<file path="config.mk">
export PLATFORM = sky130hd
export DESIGN_NAME = axi_dw_allocator_pipe
export DESIGN_NICKNAME = d
export VERILOG_FILES = /design/src/rtl/axi_dw_allocator_pipe.sv
export SDC_FILE = /design/constraint.sdc
export NUM_CORES = 1
export LEC_CHECK = 0
export ABC_AREA = 0
export CORE_AREA = 2 2 259 261
export CTS_BUF_LIST = sky130_fd_sc_hd__clkbuf_8 sky130_fd_sc_hd__clkbuf_16
export CTS_CLUSTER_SIZE = 24
export DETAILED_ROUTE_END_ITERATION = 8
export DIE_AREA = 0 0 261 263
export PLACE_DENSITY = 0.49
export SLEW_MARGIN = 30
export SYNTH_ARGS = -nofsm -noshare
export SYNTH_HDL_FRONTEND = slang
export SYNTH_SLANG_ARGS = --single-unit
export TNS_END_PERCENT = 1
</file>
<file path="constraint.sdc">
create_clock -name clk -period 11.6 [get_ports clk]
set_input_delay 2.32 -clock clk [delete_from_list [all_inputs] [get_ports clk]]
set_output_delay 2.32 -clock clk [all_outputs]
set_load 0.01 [all_outputs]
</file>
<file path="src/rtl/axi_dw_allocator_pipe.sv">
// W-channel allocator: routes W beats from N_TARG_PORT masters to one slave
// port in AW-grant order. A route FIFO holds {port, AWLEN} per granted burst,
// a beat counter regenerates WLAST and flags masters whose own WLAST disagrees,
// and an optional register slice cuts the path toward the slave.
module axi_dw_allocator_pipe #(
  parameter int AXI_DATA_W   = 64,
  parameter int AXI_NUMBYTES = AXI_DATA_W/8,
  parameter int AXI_USER_W   = 6,
  parameter int N_TARG_PORT  = 7,
  parameter int LOG_N_TARG   = $clog2(N_TARG_PORT),
  parameter int FIFO_DEPTH   = 8,
  parameter int OUT_REG      = 1
) (
  input  logic                                 clk,
  input  logic                                 rst_n,
  input  logic                                 test_en_i,
  input  logic [N_TARG_PORT*AXI_DATA_W-1:0]    wdata_i,
  input  logic [N_TARG_PORT*AXI_NUMBYTES-1:0]  wstrb_i,
  input  logic [N_TARG_PORT-1:0]               wlast_i,
  input  logic [N_TARG_PORT*AXI_USER_W-1:0]    wuser_i,
  input  logic [N_TARG_PORT-1:0]               wvalid_i,
  output logic [N_TARG_PORT-1:0]               wready_o,
  output logic [AXI_DATA_W-1:0]                wdata_o,
  output logic [AXI_NUMBYTES-1:0]              wstrb_o,
  output logic                                 wlast_o,
  output logic [AXI_USER_W-1:0]                wuser_o,
  output logic                                 wvalid_o,
  input  logic                                 wready_i,
  input  logic                                 push_id_i,
  input  logic [LOG_N_TARG-1:0]                id_bin_i,
  input  logic [7:0]                           len_i,
  output logic                                 grant_fifo_id_o,
  output logic [$clog2(FIFO_DEPTH):0]          fifo_count_o,
  output logic                                 wlast_err_o,
  output logic [LOG_N_TARG-1:0]                wlast_err_id_o
);
  localparam int PW = $clog2(FIFO_DEPTH);
  localparam int CW = PW + 1;

  typedef struct packed {
    logic [LOG_N_TARG-1:0] sel;
    logic [7:0]            len;
  } route_t;

  typedef enum logic {IDLE, BURST} state_e;

  route_t                mem_q [FIFO_DEPTH];
  logic [PW-1:0]         rd_ptr_q, wr_ptr_q;
  logic [CW-1:0]         cnt_q, cnt_d;
  logic [7:0]            beat_q, beat_d;
  state_e                state_q, state_d;
  logic                  err_q, err_d;
  logic [LOG_N_TARG-1:0] err_id_q, err_id_d;

  // Per-port views of the flat master buses
  logic [N_TARG_PORT-1:0][AXI_DATA_W-1:0]   d_arr;
  logic [N_TARG_PORT-1:0][AXI_NUMBYTES-1:0] s_arr;
  logic [N_TARG_PORT-1:0][AXI_USER_W-1:0]   u_arr;

  route_t                head;
  logic [LOG_N_TARG-1:0] sel;
  logic                  last, up_rdy, up_vld, acc, push, pop;
  logic                  unused_test;

  assign unused_test = test_en_i;
  assign d_arr = wdata_i;
  assign s_arr = wstrb_i;
  assign u_arr = wuser_i;

  assign head            = mem_q[rd_ptr_q];
  assign sel             = head.sel;
  // Full flag comes from registered count only: a pop in the same cycle
  // never frees a slot for a push.
  assign grant_fifo_id_o = (cnt_q != CW'(FIFO_DEPTH));
  assign fifo_count_o    = cnt_q;
  assign push            = push_id_i & grant_fifo_id_o;
  assign last            = (beat_q == head.len);
  assign up_vld          = (state_q == BURST) & wvalid_i[sel];
  assign acc             = up_vld & up_rdy;
  assign pop             = acc & last;
  assign wlast_err_o     = err_q;
  assign wlast_err_id_o  = err_id_q;

  // Only the active master sees ready; everyone else is stalled
  always_comb begin
    wready_o = '0;
    if (state_q == BURST) wready_o[sel] = up_rdy;
  end

  // Route storage, written on accepted AW grants
  always_ff @(posedge clk) begin
    if (push) mem_q[wr_ptr_q] <= '{sel: id_bin_i, len: len_i};
  end

  // FIFO pointers, count, FSM state, beat counter and WLAST error flag
  always_ff @(posedge clk or negedge rst_n) begin
    if (!rst_n) begin
      rd_ptr_q <= '0;
      wr_ptr_q <= '0;
      cnt_q    <= '0;
      state_q  <= IDLE;
      beat_q   <= '0;
      err_q    <= 1'b0;
      err_id_q <= '0;
    end else begin
      if (push) wr_ptr_q <= wr_ptr_q + PW'(1);
      if (pop)  rd_ptr_q <= rd_ptr_q + PW'(1);
      cnt_q    <= cnt_d;
      state_q  <= state_d;
      beat_q   <= beat_d;
      err_q    <= err_d;
      err_id_q <= err_id_d;
    end
  end

  // Next state: IDLE waits for a route, BURST counts beats to len then pops
  always_comb begin
    state_d  = state_q;
    beat_d   = beat_q;
    cnt_d    = cnt_q + CW'(push) - CW'(pop);
    err_d    = 1'b0;
    err_id_d = err_id_q;
    case (state_q)
      IDLE: begin
        beat_d = '0;
        if (push) state_d = BURST;
      end
      BURST: begin
        if (acc) begin
          err_d = (wlast_i[sel] != last);
          if (err_d) err_id_d = sel;
          if (last) begin
            beat_d = '0;
            if (cnt_d == '0) state_d = IDLE;
          end else begin
            beat_d = beat_q + 8'd1;
          end
        end
      end
      default: state_d = IDLE;
    endcase
  end

  if (OUT_REG != 0) begin : g_reg
    logic                    vld_q;
    logic [AXI_DATA_W-1:0]   data_q;
    logic [AXI_NUMBYTES-1:0] strb_q;
    logic [AXI_USER_W-1:0]   user_q;
    logic                    last_q;

    assign up_rdy = ~vld_q | wready_i;

    // Single-entry slice: loads on every accepted beat, drains on slave ready
    always_ff @(posedge clk or negedge rst_n) begin
      if (!rst_n) begin
        vld_q  <= 1'b0;
        data_q <= '0;
        strb_q <= '0;
        user_q <= '0;
        last_q <= 1'b0;
      end else if (acc) begin
        vld_q  <= 1'b1;
        data_q <= d_arr[sel];
        strb_q <= s_arr[sel];
        user_q <= u_arr[sel];
        last_q <= last;
      end else if (wready_i) begin
        vld_q  <= 1'b0;
      end
    end

    assign wvalid_o = vld_q;
    assign wdata_o  = data_q;
    assign wstrb_o  = strb_q;
    assign wuser_o  = user_q;
    assign wlast_o  = last_q;
  end else begin : g_comb
    assign up_rdy   = wready_i;
    assign wvalid_o = up_vld;
    assign wdata_o  = d_arr[sel];
    assign wstrb_o  = s_arr[sel];
    assign wuser_o  = u_arr[sel];
    assign wlast_o  = (state_q == BURST) & last;
  end

endmodule

</file>
==> impl_results.md <==
- Internal Pwr Total: 2.178 mW
- Number of global-route vias before repair: 13000
- IO Pins: 672
- Die H: 263 microns
- Avg Inst Size Synth: 8.194 sq um
- Vias: 13300
- Mux share of post-synthesis cell area: 0.06063
- Final GP Congestion: 0.8860
- Setup_tns: 0 ns
- Top-count cell post-synth: nand2_1
- Worst Skew: 0.01273 ns
- Hold Fails Final Rpt: 0
- Wire length per cell: 20.34 microns
- Top cells by count, synth: nand2_1 (485), dfrtp_1 (103), clkbuf_1 (99), nor2_1 (90), edfxtp_1 (88)
- Sequential area share after synthesis: 0.4244
- Global-route usage over all layers: 0.1689
- Area of the multi-input gates: 6573 sq um
- Min Hold Slack: 0.4819 ns
- Die Footprint: 68640 sq um
- Clk_lat worst skew: 0.48 ns
- Reg area: 5220 sq um
- Largest family of logic cells by synthesized area: simple AND/OR/NAND/NOR gates
- Overflow after GRT: 0
- Critical path endpoint category: output pin
- Slew Limit Fails: 0
- Post-CTS Setup Inserts: 0
- Switching Share: 0.4430
- Max IR drop VDD: 0.1376 mV
- Max cap viols: 0
- CTS sink count: 191
- Worst hold path class: flip-flop to flip-flop
- Sequential share of power: 0.259
- Synth Register Bits: 191
- Clock share of power: 0.161
- XOR/XNOR Fraction of Synth Area: 0.01211
- Finished Cell Area: 20450 sq um
- Synth Warn #: 0
- Worst-margin pin slew: 0.9851 ns
- FILL cells: 6946
- Die span in x: 261 microns
- Clk buf depth: 2
- Comb power frac: 0.579
- Via density per instance: 4.481
- Status: completed
- Drt pass-1 iters: 6
- DP HPWL: 45.79 mm
- Post-synth EDFFs: 88
- Iteration-0 DRC Markers: 669
- CTS buffer count: 17
- Primary FF master, synth: dfrtp_1
- Initial antenna violation count: 16
- Synth cell types: 47
- LEAKAGE: 7.835 nW
- CP Data Arrival Time: 4.22 ns
- Area Overhead vs Synth: 66.30%
- Max FO, Critical Path: 6
- Simple logic cell fraction of the synthesized area: 0.2327
- Complex-gate fraction of the synthesized area: 0.2118
- CTS Root Buffer Type: clkbuf_16
- Starting density of the core: 0.1874
- Synth area leaders: edfxtp_1 (21%), dfrtp_1 (21%), nand2_1 (15%)
- Post-DRT Antenna Nets: 0
- Sw Pwr: 1.732 mW
- Area leader, netlist: edfxtp_1
- Core area: 65630 sq um
- Share of cells above drive strength 1: 0.04571
- Row count: 94
- Synth top area share: 0.2149
- Crit Path Class: primary input to output pin
- PD cells: 191.2 nW/um^2
- CP Data Required Time: 9.28 ns
- First-pass GRT wire length: 85.56 mm
- H-tree levels: 4
- Slew HR: 0.3432
- # setup viols final: 0
- DRC errors left: 0
- Tmin final: 6.538 ns
- Placed cell areas: 19840 sq um
- Pin count of the biggest net entering global routing: 167
- Syn Inst Count: 1501
- Startpoint Class: primary input
- Syn nets: 2086
- Hold_buf cts: 0
- Period utilization: 0.5636
- Routed Wire Length: 60.37 mm
- Fin nets: 2672
- Port bufs: 670
- RSZ-0062 raised after global routing: false
- Clock Pin Slew Worst Setup and Hold Paths: 0.07 ns
- Mapped Area: 12300 sq um
- Cts repair resizes: 0
- Max Clock Freq: 153.0 MHz
- CTS tree: built
- Adder-cell share of the synthesized area: 0.009766
- Async SR Flop Fraction: 0.5393
-- stage by stage --
| step | power (mW) | util | setup WS, ns | std cells |
|---|---|---|---|---|
| after floorplan | 2.327 | - | 6.306 | 1501 |
| after global placement | 3.315 | 0.3021 | 5.103 | 2931 |
| after detailed placement | 3.340 | 0.3023 | 5.069 | 2932 |
| after CTS | 3.993 | 0.3115 | 5.068 | 2964 |
| after global routing | 4.230 | 0.3116 | 4.891 | 2967 |
| final | 3.911 | 0.3117 | 5.062 | 2968 |
-- worst max-delay path: stages --
cell and delay, ns:
clkdlybuf4s50_1 0.45, nand2b_1 0.15, and2_1 0.37, nand2_1 0.16
nor3_1 0.20, clkdlybuf4s50_1 0.57
-- power by group through the flow --
stage | combinational [mW] | sequential (mW) | clock, mW
3_5_place_dp | 2.31 | 1.03 | 0
4_1_cts | 2.32 | 1.02 | 0.657
5_1_grt | 2.51 | 1.04 | 0.680
6_report | 2.27 | 1.01 | 0.631
3_3_place_gp | 2.29 | 1.02 | 0
2_1_floorplan | 1.25 | 1.07 | 0
-- layout make-up --
| class | instances | area share |
|---|---|---|
| clock buffer | 17 | 0.02080 |
| inverter | 11 | 0.002019 |
| timing repair buffer | 696 | 0.3385 |
| multi-input combinational | 1170 | 0.3213 |
| sequential | 191 | 0.2552 |
| antenna | 4 | 0.0004894 |
| clock inverter | 15 | 0.008748 |
| tap | 864 | 0.05285 |
-- final timing paths --
path	start	to	slack [ns]	cells past startpoint
max	wready_i	wready_o[6]	5.06	6
min	wdata_o[31]	wdata_o[31]	0.48	2
max reg2reg	rd_ptr_q[1]	beat_q[7]	6.59	11
min reg2reg	wdata_o[31]	wdata_o[31]	0.48	2
max in group asynchronous	rst_n	wdata_o[49]	8.44	2
min in group asynchronous	rst_n	wdata_o[21]	1.92	1
-- state kept, by name, summed over array words and instances, names as in the netlist --
name and cells:
wlast_err_id_o 3, wlast_err_o 1, wlast_o 1, wuser_o 6
wdata_o 64, beat_q 8, wstrb_o 8, fifo_count_o 4
rd_ptr_q 3, wvalid_o 1, wr_ptr_q 3, state_q 1
mem_q 88
-- per-layer routing --
layer	up-vias	share of wire	GRT usage
met1	6291	0.40	0.1972
met2	453	0.49	0.2891
met3	80	0.080	0.05305
met5	-	0.0016	0
met4	16	0.029	0.05989
li1	6460	-	-
-- cell usage in the layout (no fill, tap or decap), drive strengths merged, types with 2 or more instances in the layout --
master,n
clkdlybuf4s50,669
nand2,485
dfrtp,103
nor2,90
edfxtp,88
a21oi,82
o21ai,82
and2,82
a31oi,79
a22oi,78
a211oi,78
buf,27
mux4,22
inv,18
clkbuf,17
mux2i,17
xnor2,13
ha,8
nor3,8
nand3,7
nand2b,5
and3,5
mux2,5
clkinv,5
diode,4
xor2,4
a21o,3
nor4,3
o22ai,2
o31ai,2
bufinv,2
-- kinds of logic (layout without fill, tap and decap cells) --
| family | count (synthesis) | in the layout |
|---|---|---|
| AOI/OAI and AO/OA | 413 | 413 |
| xor gates and xnor gates | 17 | 17 |
| adders and majority gates | 9 | 9 |
| buffers and inverters | 140 | 739 |
| DFF | 191 | 191 |
| muxes | 44 | 44 |
| other | 0 | 4 |
| and+or+nand+nor | 687 | 687 |
(Power assumes the default switching activity.)
